### config.mk
export PLATFORM = sky130hd
export DESIGN_NAME = core_if_fetch_ctrl
export DESIGN_NICKNAME = d
export VERILOG_FILES = /design/src/rtl/core_if_fetch_ctrl.sv
export SDC_FILE = /design/constraint.sdc
export NUM_CORES = 1
export LEC_CHECK = 0
export ABC_AREA = 1
export CAP_MARGIN = 20
export CORE_UTILIZATION = 44
export DETAILED_ROUTE_END_ITERATION = 8
export GPL_TIMING_DRIVEN = 1
export PLACE_DENSITY = 0.82
export SLEW_MARGIN = 10
export SYNTH_ARGS = -nofsm -noshare
export SYNTH_HDL_FRONTEND = slang
export SYNTH_SLANG_ARGS = --single-unit
### constraint.sdc
create_clock -name clk -period 2.4 [get_ports clk]
set_input_delay 0.36 -clock clk [delete_from_list [all_inputs] [get_ports clk]]
set_output_delay 0.36 -clock clk [all_outputs]
set_load 0.01 [all_outputs]
### src/rtl/core_if_fetch_ctrl.sv
// Instruction fetch control: one outstanding memory request, single-entry
// output buffer toward ID, redirect from EX with stale-response dropping.
module core_if_fetch_ctrl #(
  parameter int CORE_PC_WIDTH = 32,
  parameter logic [CORE_PC_WIDTH-1:0] RESET_PC = CORE_PC_WIDTH'(32'h8000_0000)
) (
  input  logic                     clk,
  input  logic                     rst_n,
  input  logic                     branch_jump,
  input  logic [CORE_PC_WIDTH-1:0] bj_pc,
  output logic                     ifu_req_valid,
  output logic [CORE_PC_WIDTH-1:0] ifu_req_addr,
  input  logic                     ifu_req_ready,
  input  logic                     ifu_rsp_valid,
  input  logic [31:0]              ifu_rsp_inst,
  output logic                     if_id_valid,
  output logic [CORE_PC_WIDTH-1:0] if_id_pc,
  output logic [31:0]              if_id_inst,
  input  logic                     if_id_ready,
  output logic                     flush_out
);

  typedef enum logic [1:0] {
    S_REQ,
    S_WAIT,
    S_OUT
  } state_t;

  state_t                   state_q, state_d;
  logic [CORE_PC_WIDTH-1:0] pc_q, pc_d;
  logic                     drop_q, drop_d;
  logic                     flush_q;
  logic                     buf_ld;
  logic [CORE_PC_WIDTH-1:0] buf_pc_q;
  logic [31:0]              buf_inst_q;
  logic [CORE_PC_WIDTH-1:0] bj_tgt;

  assign bj_tgt       = {bj_pc[CORE_PC_WIDTH-1:2], 2'b00};
  assign ifu_req_addr = pc_q;
  assign if_id_pc     = buf_pc_q;
  assign if_id_inst   = buf_inst_q;
  assign flush_out    = flush_q;

  always_comb begin
    state_d       = state_q;
    pc_d          = pc_q;
    drop_d        = drop_q;
    buf_ld        = 1'b0;
    ifu_req_valid = 1'b0;
    if_id_valid   = 1'b0;
    if (branch_jump) begin
      // Redirect wins; a response in flight is either eaten now or later.
      pc_d = bj_tgt;
      unique case (state_q)
        S_WAIT: begin
          if (ifu_rsp_valid) begin
            state_d = S_REQ;
            drop_d  = 1'b0;
          end else begin
            drop_d = 1'b1;
          end
        end
        S_OUT:   state_d = S_REQ;
        default: state_d = S_REQ;
      endcase
    end else begin
      unique case (state_q)
        S_REQ: begin
          ifu_req_valid = 1'b1;
          if (ifu_req_ready) state_d = S_WAIT;
        end
        S_WAIT: begin
          if (ifu_rsp_valid) begin
            if (drop_q) begin
              drop_d  = 1'b0;
              state_d = S_REQ;
            end else begin
              buf_ld  = 1'b1;
              pc_d    = pc_q + CORE_PC_WIDTH'(4);
              state_d = S_OUT;
            end
          end
        end
        S_OUT: begin
          if_id_valid = 1'b1;
          if (if_id_ready) state_d = S_REQ;
        end
        default: state_d = S_REQ;
      endcase
    end
    if (!rst_n) begin
      ifu_req_valid = 1'b0;
      if_id_valid   = 1'b0;
    end
  end

  always_ff @(posedge clk) begin
    if (!rst_n) begin
      state_q <= S_REQ;
      pc_q    <= RESET_PC;
      drop_q  <= 1'b0;
      flush_q <= 1'b0;
    end else begin
      state_q <= state_d;
      pc_q    <= pc_d;
      drop_q  <= drop_d;
      flush_q <= branch_jump;
    end
  end

  always_ff @(posedge clk) begin
    if (buf_ld) begin
      buf_pc_q   <= pc_q;
      buf_inst_q <= ifu_rsp_inst;
    end
  end

endmodule

# Word-level counts from Yosys, hierarchy flattened
# Cells that the tools add are included.
[word_totals]
reg_bits = 100
in_bits = 70
output_inout_bits = 99
word_cells = 51
[op_classes]
add_sub_neg = 1
eq_ne = 6
muxes = 27
bitwise = 2
n_reduce_logical = 8
[op_table]
columns = ["op", "n"]
rows = [
  ["$mux 32", 4],
  ["$add 32x3->32 const B", 1],
  ["$mux 1", 15],
  ["$mux 2", 7],
  ["$reduce_and 3->1", 3],
  ["$ne 3x3->1 const B", 2],
  ["$pmux 2 s3", 1],
  ["$ne 2x2->1 const B", 2],
  ["$reduce_bool 2->1", 2],
  ["$eq 2x1->1 const B", 1],
  ["$eq 2x2->1 const B", 1],
  ["$logic_not 2->1", 1],
  ["$not 1->1", 2],
  ["$reduce_and 2->1", 1],
  ["$reduce_or 2->1", 1],
]

# Logic depth before layout (Yosys ltp)
[depth]
word_depth = 5
mapped_depth = 10

# Least setup slack after synthesis
# Ideal clock, no wire load.
[synth_path]
path_type = "register to register"
startpoint = "register state_q[0]"
endpoint = "register buf_inst_q[0] (netlist: if_id_inst[0]) (enable)"
setup_ns = 0.391
t_arrival_ns = 1.577
setup_slack_ns = 0.433
path_stages_with_launch = 6
synth_period_minus_slack_ns = 1.967
cell_sequence = "dfxtp_1 -> nand2_2 -> nor2_4 -> nand2_1 -> buf_2 -> inv_2"
[synth_via]
elab_chain_cells = 3
[synth_lines]
columns = ["item", "line_no", "source"]
rows = [
  ["start, declared", "29", "state_t state_q, state_d;"],
  ["start signal, assigned", "104", "state_q <= state_d;"],
  ["$eq 2x1->1", "67", "unique case (state_q)"],
  ["$mux 1", "67", ""],
  ["$mux 1", "51", "if (branch_jump) begin"],
  ["net buf_ld", "33", "logic buf_ld;"],
  ["end signal, assigned", "114", "buf_inst_q <= ifu_rsp_inst;"],
  ["end, declared", "35", "logic [31:0] buf_inst_q;"],
]
# The timed path passes the listed nets, and every way through them passes these cells.
# A chain may end at the register's enable or synchronous reset.

# Worst setup path in the final report
[layout_path]
startpoint = "input branch_jump"
endpoint = "output ifu_req_valid"
[layout_via]
elab_chain_cells = 2
[layout_lines]
columns = ["item", "line_no", "source"]
rows = [
  ["start, declared", "9", "input logic branch_jump,"],
  ["$mux 1", "51", ""],
  ["$mux 1", "91", "if (!rst_n) begin"],
  ["end, declared", "11", "output logic ifu_req_valid,"],
]
# Every way passes these cells.

==> flow_metrics.env <==
export IMPL_status="completed"
export IMPL_post_cts_buffers=0
export IMPL_fin_crit_sh=0.899
export IMPL_crit_fanout=6
export IMPL_yosys_register_bits=96
export IMPL_drv_cap=0
export IMPL_power_switching_uw=820
export IMPL_vias_per_cell=5.10
export IMPL_synth_warnings=0
export IMPL_r2r_setup_slack_ns=0.47
export IMPL_drc=0
export IMPL_utilization=0.683
export IMPL_slew_headroom=0.520
export IMPL_clk_path_buf_depth=2
export IMPL_synth_top_area_share=0.428
export IMPL_antenna_found_initial=0
export IMPL_cp_slowest_cell="clkdlybuf4s50_1"
export IMPL_path_class="input port to output pin"
export IMPL_postLayoutSetupSlackWorst_ns=0.241
export IMPL_yosysMostFrequentCell="nand2_1"
export IMPL_critPathRequiredTime_ns=2.04
export IMPL_worst_setup_path_start_kind="input port"
export IMPL_clockPowerShare=0.379
export IMPL_placedCellCount=784
export IMPL_num_antenna_cells=0
export IMPL_final_hold_violation_count=0
export IMPL_pre_cts_ws_ns=0.249
export IMPL_min_path_type="flop to flop"
export IMPL_wl_um=12700
export IMPL_drtPass1Iterations=5
export IMPL_grt_usage=0.252
export IMPL_worstMarginPinSlew_ns=0.718
export IMPL_synthTopCellsByArea="edfxtp_1 (43%), dfxtp_1 (16%), nand2_1 (12%)"
export IMPL_ys_seq_area_frac=0.585
export IMPL_clk_latency_ns=0.36
export IMPL_coreArea_um2=9420
export IMPL_drive_gt1_frac=0.0775
export IMPL_vias=4079
export IMPL_pin_count=169
export IMPL_area_growth_pct=48.0
export IMPL_clock_sinks=96
export IMPL_hold_depth=0
export IMPL_die_x_um=101
export IMPL_cts_root_buf="clkbuf_8"
export IMPL_finClkSkew_ns=0.0113
export IMPL_crit_path_frequent_cell="clkdlybuf4s50_1"
export IMPL_fin_cells=800
export IMPL_setup_tns_ns=0
export IMPL_setup_viol=0
export IMPL_ys_flop_type="edfxtp_1"
export IMPL_wl_per_cell_um=15.9
export IMPL_cts_tree="done"
export IMPL_ant_nets=0
export IMPL_swShare=0.224
export IMPL_setup_worst_path_start="branch_jump"
export IMPL_ctsHtreeMaxLevel=3
export IMPL_drv_slew=0
export IMPL_grt_overflow_total=0
export IMPL_port_buffers=162
export IMPL_dpl_hpwl_um=9720
export IMPL_worstSetupEndpointType="output pin"
export IMPL_arrival_ns=1.80
export IMPL_synth_area_um2=4350
export IMPL_grt_pass1_wl_um=19600
export IMPL_fmax_mhz=463
export IMPL_gp_congestion=0.909
export IMPL_r2r_start="ifu_req_addr[2]"
export IMPL_nNetsFinal=737
export IMPL_syn_avg_cell_area_um2=8.80
export IMPL_start_util=0.462
export IMPL_synthCells=494
export IMPL_max_stage_delay_ns=0.60
export IMPL_internal_power_mw=2.84
export IMPL_min_delay_start="ifu_req_addr[31]"
export IMPL_yosysUniqueCellTypes=33
export IMPL_async_reset_ff_frac=0
export IMPL_cts_buffers=9
export IMPL_reg2regPathDepth=10
export IMPL_path_clk_slew_ns=0.10
export IMPL_rsz0062_at_grt="no"
export IMPL_p_leak_nw=2.32
export IMPL_row_count=35
export IMPL_cts_hold_buffers=0
export IMPL_synth_common_cells="nand2_1 (140), nor2_1 (63), edfxtp_1 (62), inv_1 (41), nand3_1 (37)"
export IMPL_grt_pass1_vias=3892
export IMPL_nFillCells=727
export IMPL_peakVddDrop_v=0.000358
export IMPL_post_synth_top_area_cell="edfxtp_1"
export IMPL_die_h_um=101
export IMPL_timing_rr_end="ifu_req_addr[26]"
export IMPL_crit_chain="clkdlybuf4s50_1 -> nor4_1 -> clkdlybuf4s50_1"
export IMPL_synth_edf_count=62
export IMPL_p_per_area_nw_per_um2=569
export IMPL_pwr_share_comb=0.112
export IMPL_fin_crit_ns=2.16
export IMPL_seqPwrFrac=0.509
export IMPL_dieArea_um2=10300
export IMPL_grt_max_degree=42
export IMPL_drtIter0Drc=185
export IMPL_post_cts_resized=0
export IMPL_hold_path_end="if_id_pc[31]"
==> cells in the final DEF, fill, tap and decap left out, types with 2 or more instances in the layout <==
master,synthesis,final
clkdlybuf4s50_1,0,162
nand2_1,140,140
nor2_1,63,63
edfxtp_1,62,62
inv_1,41,41
nand3_1,37,37
dfxtp_1,34,34
a21oi_1,22,22
o21ai_0,15,15
buf_4,4,13
nand4_1,9,9
clkbuf_8,0,9
nor3_1,7,7
nor2_2,6,6
a31oi_1,6,6
o21ai_1,5,5
inv_2,4,4
nand2_2,4,4
nor2_4,4,4
conb_1,1,4
bufinv_16,0,4
nor4_1,2,2
nand3b_1,2,2
a21oi_2,2,2
a221oi_1,2,2
inv_6,0,2
==> cell type report <==
class | count | area [um^2] | share of cell area
Sequential cell | 96 | 2540 | 0.395
Inverter | 46 | 175 | 0.0272
Clock buffer | 10 | 128 | 0.0198
Multi-Input combinational cell | 337 | 1550 | 0.241
Clock inverter | 6 | 138 | 0.0214
Tap cell | 129 | 161 | 0.0251
Timing Repair Buffer | 176 | 1740 | 0.270
==> worst max-delay path, delay by kind of cell <==
kind                   cells  cell delay (ns)
and+or+nand+nor            1             0.32
buffers and inverters      2             1.11
==> metrics by stage <==
| step | hold slack, ns | total power, mW | area (um^2) |
|---|---|---|---|
| floorplan | 0.452 | 2.05 | 4360 |
| global placement | 0.449 | 2.29 | 6160 |
| detailed placement | 0.449 | 2.31 | 6160 |
| CTS | 0.482 | 3.67 | 6430 |
| global route | 0.501 | 3.76 | 6430 |
| finish | 0.479 | 3.66 | 6430 |
==> worst max path at each step <==
stage	to
floorplan	if_id_inst[0]
global placement	ifu_req_addr[14]
detailed placement	ifu_req_valid
CTS	ifu_req_valid
global route	ifu_req_valid
finish	ifu_req_valid
==> metal layers <==
metal  vias to the layer above  GRT usage  wire (um)
li1                       1973          -          -
met1                      1879      0.313       5460
met2                       197      0.432       6020
met3                        30     0.0449        933
met4                         0      0.109        329
met5                         -          0          0
==> kinds of logic (layout without fill, tap and decap cells) <==
kind of cell,Yosys count,count (layout),share of synthesized area
fa+ha+maj,1,1,0.00288
flops,96,96,0.585
simple gates,277,277,0.279
buf+inv,64,238,0.0616
xor+xnor,1,1,0.00202
compound gates,54,54,0.0688
other cells,1,4,0.000863
==> power groups by stage <==
stage                     registers [mW]  logic, mW  clock network, mW
after floorplan                     1.90      0.144                  0
after global placement              1.90      0.396                  0
after detailed placement            1.90      0.407                  0
after CTS                           1.86      0.410               1.40
after global routing                1.87      0.443               1.44
final                               1.86      0.410               1.39
==> sequential cells by signal (all words and copies together), names as in the netlist <==
register,flops
if_id_inst,32
if_id_pc,30
ifu_req_addr,30
state_q,2
drop_q,1
flush_out,1
Power figures use the tool's default switching activity.
